### src/rtl/fifo_wr_arb.sv
// fifo_wr_arb: round-robin arbiter that lets N requesters write bursts of up to
// BURST beats into a single downstream fifo.
//
// A grant is won in IDLE, registered into grant_id and served in GRANT on the
// following cycles, so every grant costs one IDLE bubble. The grantee keeps the
// grant until it has written BURST beats or drops its valid; fifo_full stalls
// the burst without losing the grant.
//
// Optional feature: define FIFO_ARB_STATS_EN to add the stat_beats output,
// one saturating 16-bit accepted-beat counter per requester.
module fifo_wr_arb #(
  parameter int N     = 4,   // number of requesters, 2..8
  parameter int width = 32,  // data width, equal to the downstream fifo width
  parameter int BURST = 4    // maximum beats per grant, 1..15
) (
  input  logic                   clk,
  input  logic                   reset,
  input  logic [N-1:0]           req_valid,
  input  logic [N*width-1:0]     req_data,
  output logic [N-1:0]           req_ready,
  input  logic                   fifo_full,
  output logic                   fifo_write_en,
  output logic [width-1:0]       fifo_data_in,
  output logic [$clog2(N)-1:0]   grant_id,
`ifdef FIFO_ARB_STATS_EN
  output logic [N*16-1:0]        stat_beats,
`endif
  output logic                   busy
);

  localparam int GW = $clog2(N);

  typedef enum logic {
    S_IDLE  = 1'b0,
    S_GRANT = 1'b1
  } state_t;

  state_t          r_state;
  state_t          w_state_nxt;

  logic [GW-1:0]   r_grant_id;
  logic [GW-1:0]   r_last;
  logic [3:0]      r_count;

  logic [GW-1:0]   w_winner;
  logic            w_any_valid;
  logic            w_cur_valid;
  logic            w_beat;
  logic [3:0]      w_count_inc;
  logic            w_burst_done;
  logic            w_take_grant;

  assign w_any_valid  = |req_valid;
  assign w_cur_valid  = req_valid[r_grant_id];
  assign w_count_inc  = r_count + 4'd1;
  assign w_burst_done = (w_count_inc == 4'(BURST));
  assign w_take_grant = (r_state == S_IDLE) && w_any_valid;

  // A beat moves one word from the grantee into the fifo; never while full.
  assign w_beat = (r_state == S_GRANT) && w_cur_valid && !fifo_full;

  // Round-robin search starting one past the previous grantee.
  always_comb begin : rr_search
    logic found;
    int   idx;
    // NOTE: every variable written in a combinational block gets a default
    // first, so no path leaves it unassigned and no latch is inferred.
    w_winner = '0;
    found    = 1'b0;
    idx      = 0;
    for (int k = 1; k <= N; k++) begin
      idx = (int'(r_last) + k) % N;
      if (!found && req_valid[idx[GW-1:0]]) begin
        w_winner = idx[GW-1:0];
        found    = 1'b1;
      end
    end
  end

  // Next-state logic: IDLE grants when anyone is valid; GRANT ends on the
  // BURST-th beat or as soon as the grantee drops valid.
  always_comb begin
    w_state_nxt = r_state;
    case (r_state)
      S_IDLE: begin
        if (w_any_valid) begin
          w_state_nxt = S_GRANT;
        end
      end
      S_GRANT: begin
        if (!w_cur_valid) begin
          w_state_nxt = S_IDLE;
        end else if (w_beat && w_burst_done) begin
          w_state_nxt = S_IDLE;
        end
      end
      default: w_state_nxt = S_IDLE;
    endcase
  end

  // Output decode: ready, write strobe and data mux all follow the grantee.
  always_comb begin
    req_ready     = '0;
    fifo_data_in  = '0;
    fifo_write_en = w_beat;
    busy          = (r_state == S_GRANT);
    if (r_state == S_GRANT) begin
      for (int i = 0; i < N; i++) begin
        if (r_grant_id == GW'(i)) begin
          req_ready[i] = !fifo_full;
          fifo_data_in = req_data[i*width +: width];
        end
      end
    end
  end

  assign grant_id = r_grant_id;

  // State register plus grant bookkeeping; reset makes requester 0 win first.
  always_ff @(posedge clk or posedge reset) begin
    // NOTE: clocked state always uses non-blocking assignments so every
    // register samples the pre-edge values of its neighbours.
    if (reset) begin
      r_state    <= S_IDLE;
      r_grant_id <= '0;
      r_last     <= GW'(N - 1);
      r_count    <= '0;
    end else begin
      r_state <= w_state_nxt;
      if (w_take_grant) begin
        r_grant_id <= w_winner;
        r_last     <= w_winner;
        r_count    <= '0;
      end else if (w_beat) begin
        r_count <= w_count_inc;
      end
    end
  end

`ifdef FIFO_ARB_STATS_EN
  logic [15:0] r_stat [N];

  for (genvar g = 0; g < N; g++) begin : g_stat
    // Saturating count of beats accepted from requester g.
    always_ff @(posedge clk or posedge reset) begin
      // NOTE: these counters form a small array but are observable state, so
      // each entry is reset explicitly rather than left as an unreset memory.
      if (reset) begin
        r_stat[g] <= '0;
      end else if (w_beat && (r_grant_id == GW'(g)) && (r_stat[g] != 16'hFFFF)) begin
        r_stat[g] <= r_stat[g] + 16'd1;
      end
    end
    assign stat_beats[g*16 +: 16] = r_stat[g];
  end
`endif

endmodule

### config.mk
export PLATFORM = sky130hd
export DESIGN_NAME = fifo_wr_arb
export DESIGN_NICKNAME = d
export VERILOG_FILES = /design/src/rtl/fifo_wr_arb.sv
export SDC_FILE = /design/constraint.sdc
export NUM_CORES = 1
export LEC_CHECK = 0
export CAP_MARGIN = 10
export CORE_MARGIN = 4
export CORE_UTILIZATION = 28
export DETAILED_ROUTE_END_ITERATION = 10
export PLACE_DENSITY_LB_ADDON = 0.2
export SLEW_MARGIN = 20
export SYNTH_ARGS = -nofsm -noshare
export SYNTH_HDL_FRONTEND = slang
export SYNTH_SLANG_ARGS = --single-unit
### constraint.sdc
create_clock -name clk -period 2.06 [get_ports clk]
set_input_delay 0.309 -clock clk [delete_from_list [all_inputs] [get_ports clk]]
set_output_delay 0.309 -clock clk [all_outputs]
set_load 0.02 [all_outputs]
# == After elaboration in Yosys (flattened, before gate mapping) ==
# Cells that the tools add are included.
# Widths: inputs -> output; s select.
# classes
reduce_logical,14
add_sub_neg,5
n_eq_ne,4
mux,33
bitwise_logic,1
magnitude_cmp,5
# ops
cell,n
$mux 32,5
$lt 2x3->1 const B,5
$mux 1,15
$mux 4,3
$bmux 1 s2,5
$mux 2,4
$logic_and 1x1->1,7
$add 2x1->2 const B,2
$add 2x2->2 const B,2
$add 4x1->4 const B,1
$eq 2x2->1 const B,2
$eq 4x3->1 const B,1
$logic_not 1->1,4
$reduce_or 4->1,1
$eq 2x1->1 const B,1
$logic_not 2->1,1
$pmux 1 s2,1
$reduce_bool 2->1,1
$not 1->1,1
# word_totals
output_inout_bits,40
in_bits,135
reg_bits,9
wordCells,66

# == Longest topological paths before layout ==
# Gate-level depths: netlist of the first run.
# logic_depth
ltp_word,13
mapped_depth,5
depth_no_buf,4

# == Worst setup path before layout of the first run ==
# Ideal clock, no wire load.
# synth_path
path_kind,register -> output
from,"reg r_grant_id[0], in the netlist grant_id[0]"
to,out fifo_data_in[0]
arrival_time_ns,1.662
path_buffers,2
path_slack_ns,0.089
required_ns,1.751
stages_incl_launch_ff,5
path_cell_list,dfrtp_1 -> buf_4 -> buf_2 -> mux4_2 -> and2_1
# synth_via
elab_chain_cells,6
word_cells_on_any_way,9
cone_classes,eq/ne: 3; mux: 5; reduce/logical: 1
# synth_rtl
element,line_no,rtl
start: declaration,41,logic [GW-1:0] r_grant_id;
start signal: assignment,131,r_grant_id <= w_winner;
$logic_not 2->1,109,if (r_grant_id == GW'(i)) begin
$mux 32 (3 in series),109,
$mux 32 *,109,
$mux 32 *,107,if (r_state == S_GRANT) begin
end: declaration,23,"output logic [width-1:0] fifo_data_in,"
# Every way passes the cells marked *; elsewhere a longest branch is shown, timed or not.

# == Worst setup path after layout of the first run ==
# layout_path
from,"reg r_grant_id[0], in the netlist grant_id[0]"
to,out fifo_data_in[14]
# Same word-level chain as after synthesis.

==> impl_metrics.json, run 1 <==
{
  "final.min_clock_period_ps": 2030,
  "worstReg2RegEnd": "r_count[3]",
  "start_util_pct": 29.5,
  "core.rowCount": 26,
  "maxCapViolations": 0,
  "grt_pass1_vias": 1940,
  "clock_latency_ps": 230,
  "viasPerCell": 4.91,
  "ant_nets": 0,
  "r2r-start": "grant_id[0]",
  "core_sq_um": 5200,
  "wl_per_cell_um": 18.8,
  "synth_nets": 268,
  "vias": 1894,
  "h-tree-depth": 1,
  "drt_iter0_drc": 49,
  "cts_tree": "done",
  "critPathLaunch": "grant_id[0]",
  "synth-seq-cells": 9,
  "drc_errors": 0,
  "drv_slew": 0,
  "finalPower_uw": 4140,
  "slew_headroom_pct": 70.3,
  "grt_max_degree": 25,
  "r2r_cells": 8,
  "path_max_fanout": 7,
  "start_kind": "register",
  "power_density_nw_per_um2": 1170,
  "netlist_area_sq_um": 1530,
  "fin_crit_sh_pct": 98.6,
  "clkTransAtPathRegs_ps": 50,
  "diodes": 0,
  "cts-root-buf": "clkbuf_8",
  "drt_first_pass_iters": 4,
  "grt_first_pass_wirelength_um": 10300,
  "clock.fmax_mhz": 492,
  "syn_area_per_cell_sq_um": 11.6,
  "cts-buffers-inserted": 3,
  "async_reset_ff_share_pct": 100,
  "num_io_pins": 175,
  "hp-class": "primary input to asynchronous set/reset pin",
  "synthCells": 132,
  "numPortBuffers": 174,
  "ys_warn_count": 0,
  "cp_data_arrival_time_ps": 1720,
  "synth-edff-count": 0,
  "crit_end": "fifo_data_in[14]",
  "status": "finished clean",
  "ys_seq_area_share_pct": 14.8,
  "die_w_um": 82.0,
  "cts.sinks": 9,
  "dieArea_sq_um": 6730,
  "area_growth_pct": 131,
  "cts_buffer_depth": 2,
  "crit_type": "register to output port",
  "die_h_um": 82.0,
  "synth_top_area_share_pct": 47.0,
  "r2r_slack_ps": 260,
  "place.gp.congestion": 0.836,
  "grt_usage_pct": 20.4,
  "drive_gt1_share_pct": 34.8,
  "dp_slack_ps": -160,
  "ys_top_cells_by_area": "mux4_2, and2_1, dfrtp_1",
  "cts_hold_buffers": 0,
  "synth_top_flop_cell": "dfrtp_1",
  "synthTopCellsByCount": "and2_1, mux4_2, dfrtp_1, nor2_1, clkbuf_1",
  "setup_viol": 0,
  "leakage_uw": 0.00145,
  "rsz0062_at_grt": "true",
  "ys_types": 35,
  "routed_wl_um": 7240,
  "synth_area_leader_cell": "mux4_2",
  "required_ps": 1750,
  "finalWorstSetupSlack_ps": 29.2,
  "hold_violations": 0,
  "skew_ps": 1.34,
  "fin_nets": 453,
  "peakVddDrop_v": 0.000852,
  "antenna_found_initial": 0,
  "worst_pin_slew_ps": 441,
  "dp.final_hpwl_um": 6170,
  "crit_path_end_kind": "output port",
  "grt_overflow": 0
}
-- per-layer routing --
layer | up-vias | wire length (um) | GRT usage (%)
met4 | 0 | 105 | 3.32
met3 | 8 | 640 | 6.14
met2 | 87 | 3820 | 37.5
met1 | 917 | 2670 | 23.6
met5 | - | 0 | 0
li1 | 882 | - | -
-- worst min-delay path by stage --
stage               startpoint  depth (start not counted)    endpoint
finish                   reset                          2  r_count[0]
floorplan                reset                          1        busy
CTS                      reset                          2  r_count[0]
global placement    r_count[3]                          1  r_count[3]
global route             reset                          2  r_count[1]
detailed placement  r_count[3]                          1  r_count[3]
-- flip-flops by register name, indices dropped and copies added (netlist names) --
signal    count
grant_id      2
r_last        2
r_count       4
busy          1
-- metrics by stage --
stage / area, sq um / setup TNS (ps) / instances / util [%] / hold slack, ps
floorplan: 1530 / 0 / 132 / - / 135
global placement: 3460 / -3510 / 379 / 66.5 / 461
detailed placement: 3460 / -4180 / 379 / 66.5 / 502
CTS: 3510 / -236 / 389 / 67.4 / 362
global route: 3540 / -56.3 / 386 / 68.1 / 372
finish: 3540 / 0 / 386 / 68.1 / 348
-- critical path, cell delays in order (launching register included) --
cell     delay (ps)
dfrtp_2         440
buf_12          130
buf_12          130
mux4_2          500
and2_4          170
buf_6           120
-- cells by family after synthesis --
family,count (synthesis),synth area share [%]
and+or+nand+nor,53,20.1
muxes,38,51.0
DFF,9,14.8
xor gates and xnor gates,1,0.571
buffers and inverters,17,5.63
adders and majority gates,1,0.816
AOI/OAI and AO/OA,13,7.10
-- final cells by class --
cell class,instances,area [sq um]
Fill cell,420,1660
Multi-Input combinational cell,106,1280
Timing Repair Buffer,193,1880
Clock buffer,4,45.0
Sequential cell,9,230
Inverter,4,15.0
Tap cell,70,87.6
-- cell usage in the layout (no fill, tap or decap), drive strengths merged --
cell type,n
dfstp,2
or3b,1
mux2,1
nand3b,1
nand2b,2
a311oi,1
a21o,2
or2,1
a221oi,1
clkdlybuf4s15,1
clkbuf,6
o41ai,1
xnor2,1
o21ai,1
o211ai,1
o21a,1
nand2,5
nor4,1
dlygate4sd2,3
mux4,32
ha,1
a22o,1
or3,1
buf,50
mux2i,5
a21oi,1
inv,4
nand4,1
clkdlybuf4s50,137
dfrtp,7
a21boi,1
nor2,7
and2,32
o22ai,2
nor2b,1
-- repair_timing --
item / CTS / global route
buffers inserted: 4 / 0
gates resized for setup: 141 / 53
pin swaps: 1 / 3
gates cloned: 2 / 0
setup endpoints to repair: 37 / 29
-- power breakdown --
group          total, uW  internal, uW  leakage [uW]  switching [uW]
Clock                205           135     0.0000228            69.8
Sequential           353           262      0.000109            91.4
Combinational       3580          2030       0.00132            1550
Power figures use the tool's default switching activity.
==> run 2, diff against run 1 <==
- PLACE_DENSITY_LB_ADDON: 0.2 -> 0.08
- clock period: 2.06 -> 2.2 ns (I/O delays scaled with it)
==> impl_metrics.json, run 2 (synthesis gave the netlist of run 1 again) <==
{
  "status": "finished clean",
  "skew_ps": 3.29,
  "place.gp.congestion": 0.777,
  "fin_nets": 452,
  "antenna_found_initial": 0,
  "max_stage_delay_ps": 490,
  "grt_first_pass_wirelength_um": 9930,
  "power_density_nw_per_um2": 1010,
  "crit_family": "buffers and inverters",
  "vias": 1858,
  "core_sq_um": 5200,
  "area_growth_pct": 128,
  "path_max_fanout": 11,
  "die_w_um": 82.0,
  "leakage_uw": 0.00140,
  "num_io_pins": 175,
  "drive_gt1_share_pct": 19.4,
  "cp_data_arrival_time_ps": 1820,
  "fin_crit_sh_pct": 97.8,
  "final_cell_mix": "clkdlybuf4s50_1, mux4_2, and2_1",
  "critical_path_depth": 4,
  "ant_nets": 0,
  "worst_pin_slew_ps": 436,
  "path_buf_inv": 2,
  "cp_slowest_cell": "mux4_2",
  "finalWorstSetupSlack_ps": 49.1,
  "crit_type": "register to output port",
  "final.fill_count": 447,
  "start_util_pct": 29.5,
  "r2r_cells": 6,
  "die_h_um": 82.0,
  "r2r-start": "grant_id[1]",
  "stdcell_count": 385,
  "regMostFlops": "r_count",
  "peakVddDrop_v": 0.000632,
  "cts-root-buf": "clkbuf_8",
  "grt_max_degree": 40,
  "drt_first_pass_iters": 4,
  "r2r_slack_ps": 530,
  "hp-class": "primary input to asynchronous set/reset pin",
  "clkTransAtPathRegs_ps": 50,
  "crit_end": "fifo_data_in[20]",
  "cts_hold_buffers": 0,
  "routed_wl_um": 6980,
  "drv_slew": 0,
  "clock.fmax_mhz": 465,
  "cts-buffers-inserted": 3,
  "placed_cells": 379,
  "cts.sinks": 9,
  "wl_per_cell_um": 18.1,
  "hold_violations": 0,
  "rsz0062_at_grt": "true",
  "grt_usage_pct": 19.5,
  "start_kind": "register",
  "cts_tree": "done",
  "final.min_clock_period_ps": 2150,
  "fin_hold_ws_ps": 351,
  "crit_path_end_kind": "output port",
  "clock_latency_ps": 230,
  "setup_viol": 0,
  "numPortBuffers": 174,
  "worstReg2RegEnd": "r_count[3]",
  "dp.final_hpwl_um": 6060,
  "drc_errors": 0,
  "drt_iter0_drc": 23,
  "h-tree-depth": 1,
  "grt_pass1_vias": 1879,
  "setup_tns_ps": 0,
  "core.rowCount": 26,
  "cts_buffer_depth": 2,
  "slew_headroom_pct": 70.7,
  "maxCapViolations": 0,
  "crit_path_cell_trace": "buf_12 -> mux4_2 -> and2_1 -> dlygate4sd2_1",
  "viasPerCell": 4.83,
  "required_ps": 1870,
  "critPathLaunch": "grant_id[0]",
  "diodes": 0,
  "largest_register_ffs": 4,
  "grt_overflow": 0,
  "dp_slack_ps": -75.4,
  "dieArea_sq_um": 6730,
  "layout_commonest_cell": "clkdlybuf4s50_1"
}
-- run 2: cell count changes in the layout (fill, tap and decap cells not counted), moves of 5 or more --
cell / before / now
buf_2: 11 / 0
buf_4: 19 / 14
dlygate4sd2_1: 3 / 9
and2_1: 18 / 32
buf_6: 15 / 0
clkdlybuf4s15_1: 1 / 24
and2_4: 14 / 0
-- run 2: layout make-up --
type,count,area (sq um),share of cell area [%]
timing repair buffer,192,1910,54.4
tap,70,87.6,2.50
clock buffer,4,45.0,1.29
inverter,4,15.0,0.429
multi-input combinational,106,1220,34.8
sequential,9,229,6.54
-- run 2: per-layer routing --
metal  GRT usage, %  wire length (um)  vias up
li1               -                 -      879
met1           19.8              2290      881
met2           38.6              3850       86
met3           5.37               703       12
met4           4.98               140        0
met5              0                 0        -
-- run 2: what timing repair did --
item | in CTS | in global routing
buffers inserted | 0 | 2
endpoints found under the setup margin | 35 | 28
gates resized for setup | 36 | 27
gates cloned | 0 | 0
endpoints found under the hold margin | 0 | 0
-- run 2: through the flow --
stage | area, sq um | power (uW) | utilization, %
6_report | 3500 | 3530 | 67.3
5_1_grt | 3500 | 3790 | 67.3
4_1_cts | 3470 | 3510 | 66.6
3_5_place_dp | 3460 | 3570 | 66.5
3_3_place_gp | 3460 | 3540 | 66.5
2_1_floorplan | 1530 | 2180 | -
-- run 2: worst min path at each step --
| stage | cells after the start | to | from |
|---|---|---|---|
| floorplan | 1 | busy | reset |
| CTS | 2 | r_count[2] | reset |
| global route | 2 | r_count[0] | reset |
| finish | 2 | r_count[0] | reset |
| global placement | 1 | r_count[3] | r_count[3] |
| detailed placement | 1 | r_count[3] | r_count[3] |
-- run 2: power by group --
part	switching [uW]	total (uW)	internal, uW
combinational	1350	3010	1660
clock	67.4	194	126
sequential	83.8	327	244
